--- src/rtl/pipeline_hazard_ctrl.sv ---
// Purpose: hazard/halt controller for a 5-stage pipeline (load-use stall, branch flush, halt/resume).
// Latency: control outputs are combinational (zero cycle); halted and counters are registered.
// Backpressure: halt freezes every stage register; load-use holds PC and IF/ID and injects one ID/EX bubble.
module pipeline_hazard_ctrl #(
   parameter int CNT_W = 16
) (
   input  logic             clk,
   input  logic             rst_n,
   input  logic [4:0]       id_rs,
   input  logic [4:0]       id_rt,
   input  logic             id_rs_used,
   input  logic             id_rt_used,
   input  logic [4:0]       ex_req_w,
   input  logic             ex_w_en,
   input  logic             ex_is_load,
   input  logic             ex_branch_taken,
   input  logic             wb_halt,
   input  logic             resume,
   input  logic             cnt_clr,
   output logic             pc_en,
   output logic             pipe_en,
   output logic             if_id_stall,
   output logic             if_id_clr_n,
   output logic             id_ex_clr_n,
   output logic             ex_dm_clr_n,
   output logic             dm_wb_clr_n,
   output logic             halted,
   output logic [CNT_W-1:0] stall_cnt,
   output logic [CNT_W-1:0] flush_cnt
);

   typedef enum logic [1:0] {
      RUN    = 2'd0,
      HALT   = 2'd1,
      RESUME = 2'd2
   } state_t;

   localparam logic [CNT_W-1:0] CNT_ONE = {{(CNT_W-1){1'b0}}, 1'b1};
   localparam logic [CNT_W-1:0] CNT_MAX = {CNT_W{1'b1}};

   state_t state;
   state_t state_nxt;
   logic   load_use;
   logic   active;
   logic   stall_evt;
   logic   flush_evt;

   // A load in EX whose destination feeds a source the ID instruction really reads; $zero never hazards.
   assign load_use = ex_is_load & ex_w_en & (ex_req_w != 5'd0) &
                     ((id_rs_used & (id_rs == ex_req_w)) |
                      (id_rt_used & (id_rt == ex_req_w)));

   assign halted = (state == HALT);

   // State register; reset returns to RUN immediately from any state.
   always_ff @(posedge clk or negedge rst_n) begin
      if (!rst_n) state <= RUN;
      else        state <= state_nxt;
   end

   // Next state and all stage controls; RESUME ignores the stale halt still sitting in DM/WB.
   always_comb begin
      state_nxt   = state;
      active      = 1'b0;
      pc_en       = 1'b0;
      pipe_en     = 1'b0;
      if_id_stall = 1'b0;
      if_id_clr_n = 1'b1;
      id_ex_clr_n = 1'b1;
      ex_dm_clr_n = 1'b1;
      dm_wb_clr_n = 1'b1;
      stall_evt   = 1'b0;
      flush_evt   = 1'b0;
      if (!rst_n) begin
         state_nxt = RUN;
      end else begin
         case (state)
            RUN: begin
               if (wb_halt) state_nxt = HALT;
               else         active    = 1'b1;
            end
            HALT: begin
               if (resume) state_nxt = RESUME;
            end
            RESUME: begin
               state_nxt = RUN;
               active    = 1'b1;
            end
            default: state_nxt = RUN;
         endcase
      end
      if (active) begin
         pipe_en = 1'b1;
         if (ex_branch_taken) begin
            // Taken branch squashes the wrong-path IF/ID and ID/EX contents; wins over load-use.
            pc_en       = 1'b1;
            if_id_clr_n = 1'b0;
            id_ex_clr_n = 1'b0;
            flush_evt   = 1'b1;
         end else if (load_use) begin
            if_id_stall = 1'b1;
            id_ex_clr_n = 1'b0;
            stall_evt   = 1'b1;
         end else begin
            pc_en = 1'b1;
         end
      end
   end

   // Saturating event counters; clear takes priority over counting.
   always_ff @(posedge clk or negedge rst_n) begin
      if (!rst_n) begin
         stall_cnt <= '0;
         flush_cnt <= '0;
      end else if (cnt_clr) begin
         stall_cnt <= '0;
         flush_cnt <= '0;
      end else begin
         if (stall_evt && (stall_cnt != CNT_MAX)) stall_cnt <= stall_cnt + CNT_ONE;
         if (flush_evt && (flush_cnt != CNT_MAX)) flush_cnt <= flush_cnt + CNT_ONE;
      end
   end

endmodule
--- config.mk ---
export PLATFORM = sky130hd
export DESIGN_NAME = pipeline_hazard_ctrl
export DESIGN_NICKNAME = d
export VERILOG_FILES = /design/src/rtl/pipeline_hazard_ctrl.sv
export SDC_FILE = /design/constraint.sdc
export NUM_CORES = 1
export LEC_CHECK = 0
export CORE_MARGIN = 5
export CORE_UTILIZATION = 35
export DETAILED_ROUTE_END_ITERATION = 10
export PLACE_DENSITY = 0.77
export SLEW_MARGIN = 30
export SYNTH_ARGS = -nofsm -noshare
export SYNTH_HDL_FRONTEND = slang
export SYNTH_SLANG_ARGS = --single-unit
--- constraint.sdc ---
create_clock -name clk -period 2.4 [get_ports clk]
set_input_delay 0.36 -clock clk [delete_from_list [all_inputs] [get_ports clk]]
set_output_delay 0.36 -clock clk [all_outputs]
set_load 0.03 [all_outputs]
==> results.md <==
- The count of nets left with antenna violations once routing finished came out at 0.
- The leading cell type in the layout, fill and taps excluded is clkdlybuf4s50_1.
- The clock transition time at the flip-flop clock pins of the worst setup and hold paths is 0.08 ns.
- The number of buffer and inverter instances along the worst setup path is 1.
- The cell type contributing the most total cell area after synthesis is dfrtp_1.
- The worst hold slack across all endpoints is 0.392 ns.
- Of the total power, registers draw 0.449.
- The part of the Yosys area used for sequential elements is 0.425.
- For this block, the initial DRC count from the detailed router was 90.
- The hold buffer count at cts is 0.
- The worst-case vdd ir drop is 0.000325 V.
- In this run the worst setup path begins at ex_req_w[4].
- The initial cell density of the core is 0.361.
- The number of top-level design ports is 65.
- The average wire length per cell after detail routing is 14.7 um.
- In this run the worst setup path terminates at stall_cnt[7]$_DFFE_PN0P_.
- The top cell type's share of synthesized area is 0.425.
- The CTS tree is built.
- The switching power summed over all nets is 311 uW.
- The core outline area is 5540 um^2.
- The worst reg2reg path endpoint is stall_cnt[7]$_DFFE_PN0P_.
- The final critical-path required period is 2.38 ns.
- Of the cells placed in the final design, the portion with a size suffix greater than 1 is 0.181.
- The clock latency of the later-clocked register in the worst-skew pair is 0.29 ns.
- The total number of vias is 2,055.
- Counting buffers and inverters, the worst setup path is 7 cells deep.
- In this run the register-to-register setup slack is 0.03 ns.
- Broken down by cell family, the worst path's largest delay share belongs to simple AND/OR/NAND/NOR gates.
- Summed over all layers, the global routing overflow is 0.
- The final number of hold-violating endpoints is 0.
- The total setup violations reported at the end of the flow is 0.
- The master of the slowest instance on the critical path is or4_4.
- Traced cell by cell, the critical path runs through clkdlybuf4s50_1, or4_4, nor2_1, or4_4, or3b_4, or4_4, a21oi_2.
- Total power for the finished layout comes to 1.29 mW.
- In the synthesized netlist, the number of instances is 229.
- Row generation in the floorplan step produced 27 rows.
- The cell count of the worst reg-to-reg path is 6.
- The number of buffers between clock root and the deepest sink is 2.
- The number of buffers added by the clock tree synthesis step is 5.
- Timing would allow up to 421 MHz.
- The worst setup path is launched from an input pin.
- Ranked by total cell area, the synthesized netlist is headed by dfrtp_1 (43%), xnor2_1 (5.3%), nor2_1 (4.9%).
- The overall die area is 7330 um^2.
- Headroom to the max-slew limit came out at 0.628.
- A synthesized cell averages 8.74 um^2.
- The first-pass GRT wire length is 9.49 mm.
- The storage element area is 851 um^2.
- Of the total power, the share spent switching nets is 0.241.
- The total length of routed wires is 5.77 mm.
- The final layout net count is 347.
- The chip height is 85.6 um.
- The largest clock skew in the final design is 0.00417 ns.
- The number of warnings issued by yosys is 0.
- The final clock period utilization by the worst path is 0.991.
- The total leakage power is 1.27 nW.
- The internal portion of the total power is 978 uW.
- The power per unit of standard cell area is 420 nW/um^2.
- The number of antenna repair diodes is 0.
- The H-tree depth is 2.
- The combinational share of power is 0.133.
- Compared with the post-synthesis result, the final layout area differs by 53.4%.
- The total count of max-transition violations in the final report is 0.
- For the worst setup path, the data arrival time is 2.60 ns.
- Of all nets on the critical path, the largest fanout is 7.
- The number of global-route vias before repair is 1,995.
- Summing every instance area after synthesis gives 2000 um^2.
- The run finished with clean final reports.
- In the global route stage, overall resource usage came out at 0.161.
- Yosys mapped the design onto 38 distinct sky130hd cell types.
- The kind of critical path is in -> reg.
- The weighted congestion at the end of routability-driven global placement is 0.787.
- In this design, the stage delay of the slowest critical-path cell is 0.50 ns.
- The min-delay analysis places its worst path in the category in -> async.
- The clock sink total is 34.
- In the final timing run, aggregate negative setup slack is 0 ns.
- The critical path required time is 2.63 ns.
- Among the stages of the critical path, the cell type that occurs most often is or4_4.
- The multi-input combinational cells in the finished layout cover a total of 1150 um^2.
- Entering global routing, the biggest net connects 36 pins.
- The root buffer selected by CTS is clkbuf_8.
- The total iterations of the first detailed-routing run is 4.
- The share of total power dissipated in the clock network is 0.418.
- The post-synthesis sequential element count is 34.
- The kind of capture point of the worst setup path is a register.
- At the pin with the least slew margin, the transition time is 0.552 ns.
- Detailed placement ended at an HPWL of 4.20 mm.
- Counting the fill cells in the layout gives 514.
- The number of antenna violations at the first check in global routing came to 0.
- After detailed routing, the number of vias per cell comes to 5.23.
- The final routed DRC violation total is 0.
- The top cell types in the final layout, fill and taps aside, are clkdlybuf4s50_1 (51), dfrtp_1 (34), buf_4 (33).
- The reported max-cap violation count is 0.
- The number of port buffers is 62.
- In this run the horizontal extent of the chip is 85.6 um.
- In this run the critical register-to-register path is launched from state[0]$_DFFE_PN0P_.
how the worst min path moves through the flow:
stage	startpoint	end	slack (ns)	depth (start not counted)
global route	rst_n	flush_cnt[10]$_DFFE_PN0P_	0.44	2
floorplan	rst_n	flush_cnt[0]$_DFFE_PN0P_	0.06	0
detailed placement	flush_cnt[6]$_DFFE_PN0P_	flush_cnt[6]$_DFFE_PN0P_	0.55	2
CTS	rst_n	flush_cnt[3]$_DFFE_PN0P_	0.43	2
finish	rst_n	flush_cnt[13]$_DFFE_PN0P_	0.39	2
global placement	state[1]$_DFFE_PN0P_	state[1]$_DFFE_PN0P_	0.55	2
cells in the mapped netlist, drive strengths merged:
library cell,instances
nor2,26
mux2i,2
o31ai,4
nand3b,1
o22ai,1
or4,7
a41o,1
xor2,10
o211a,1
ha,2
nand4,14
dfrtp,34
or3b,1
buf,4
nor3,5
nand3,13
clkbuf,5
nor2b,4
o21bai,1
xnor2,12
or2,2
o21ai,15
a21oi,18
conb,1
or3,11
mux2,1
nand2b,2
nand2,17
inv,7
and2b,1
and4,2
nor4,2
and2,2
kinds of logic (layout without fill, tap and decap cells):
| family | after synthesis | in the layout | share of synthesized area |
|---|---|---|---|
| xor gates and xnor gates | 22 | 22 | 0.0963 |
| other | 1 | 2 | 0.00187 |
| muxes | 3 | 3 | 0.0156 |
| buffers and inverters | 16 | 107 | 0.0375 |
| and+or+nand+nor | 110 | 110 | 0.296 |
| AOI/OAI and AO/OA | 41 | 41 | 0.114 |
| adders and majority gates | 2 | 2 | 0.0125 |
| DFF | 34 | 34 | 0.425 |
registers in the layout, summed over array words and instances (netlist names):
name / flops
state: 2
flush_cnt: 16
stall_cnt: 16
stage by stage:
stage                     cells   util  setup WS (ns)  instance area, um^2
final                       393  0.554         0.0225                 3070
after CTS                   392  0.543         0.0126                 3010
after detailed placement    382  0.516         -0.610                 2860
after global routing        393  0.554       -0.00653                 3070
after global placement      382  0.516         -0.553                 2860
after floorplan             230      -        0.00495                 2000
power by group through the flow:
stage | Sequential (mW) | Combinational (mW) | Clock [mW]
after floorplan | 0.592 | 0.0641 | 0
after global placement | 0.589 | 0.163 | 0
after detailed placement | 0.590 | 0.165 | 0
after CTS | 0.579 | 0.167 | 0.546
after global routing | 0.579 | 0.186 | 0.570
final | 0.579 | 0.172 | 0.539
area by class of cell:
| type | count | share of cell area |
|---|---|---|
| multi-input cells | 180 | 0.373 |
| flip-flops and latches | 34 | 0.277 |
| repair buffers | 92 | 0.277 |
| well taps | 72 | 0.0294 |
| clock buffers | 7 | 0.0249 |
| clock inverters | 1 | 0.00978 |
| inverters | 7 | 0.00856 |
metal layers:
metal	wire, um	GRT usage	vias up
met4	65	0.0417	0
met3	314	0.0519	10
met2	2980	0.282	51
li1	-	-	997
met1	2410	0.190	997
met5	0	0	-
what timing repair did:
item | 4_1_cts | 5_1_grt
pin swaps | 8 | 8
setup buffers | 2 | 1
setup endpoints to repair | 11 | 8
endpoints found under the hold margin | 0 | 0
resized for setup | 9 | 13
Power figures use the tool's default switching activity.
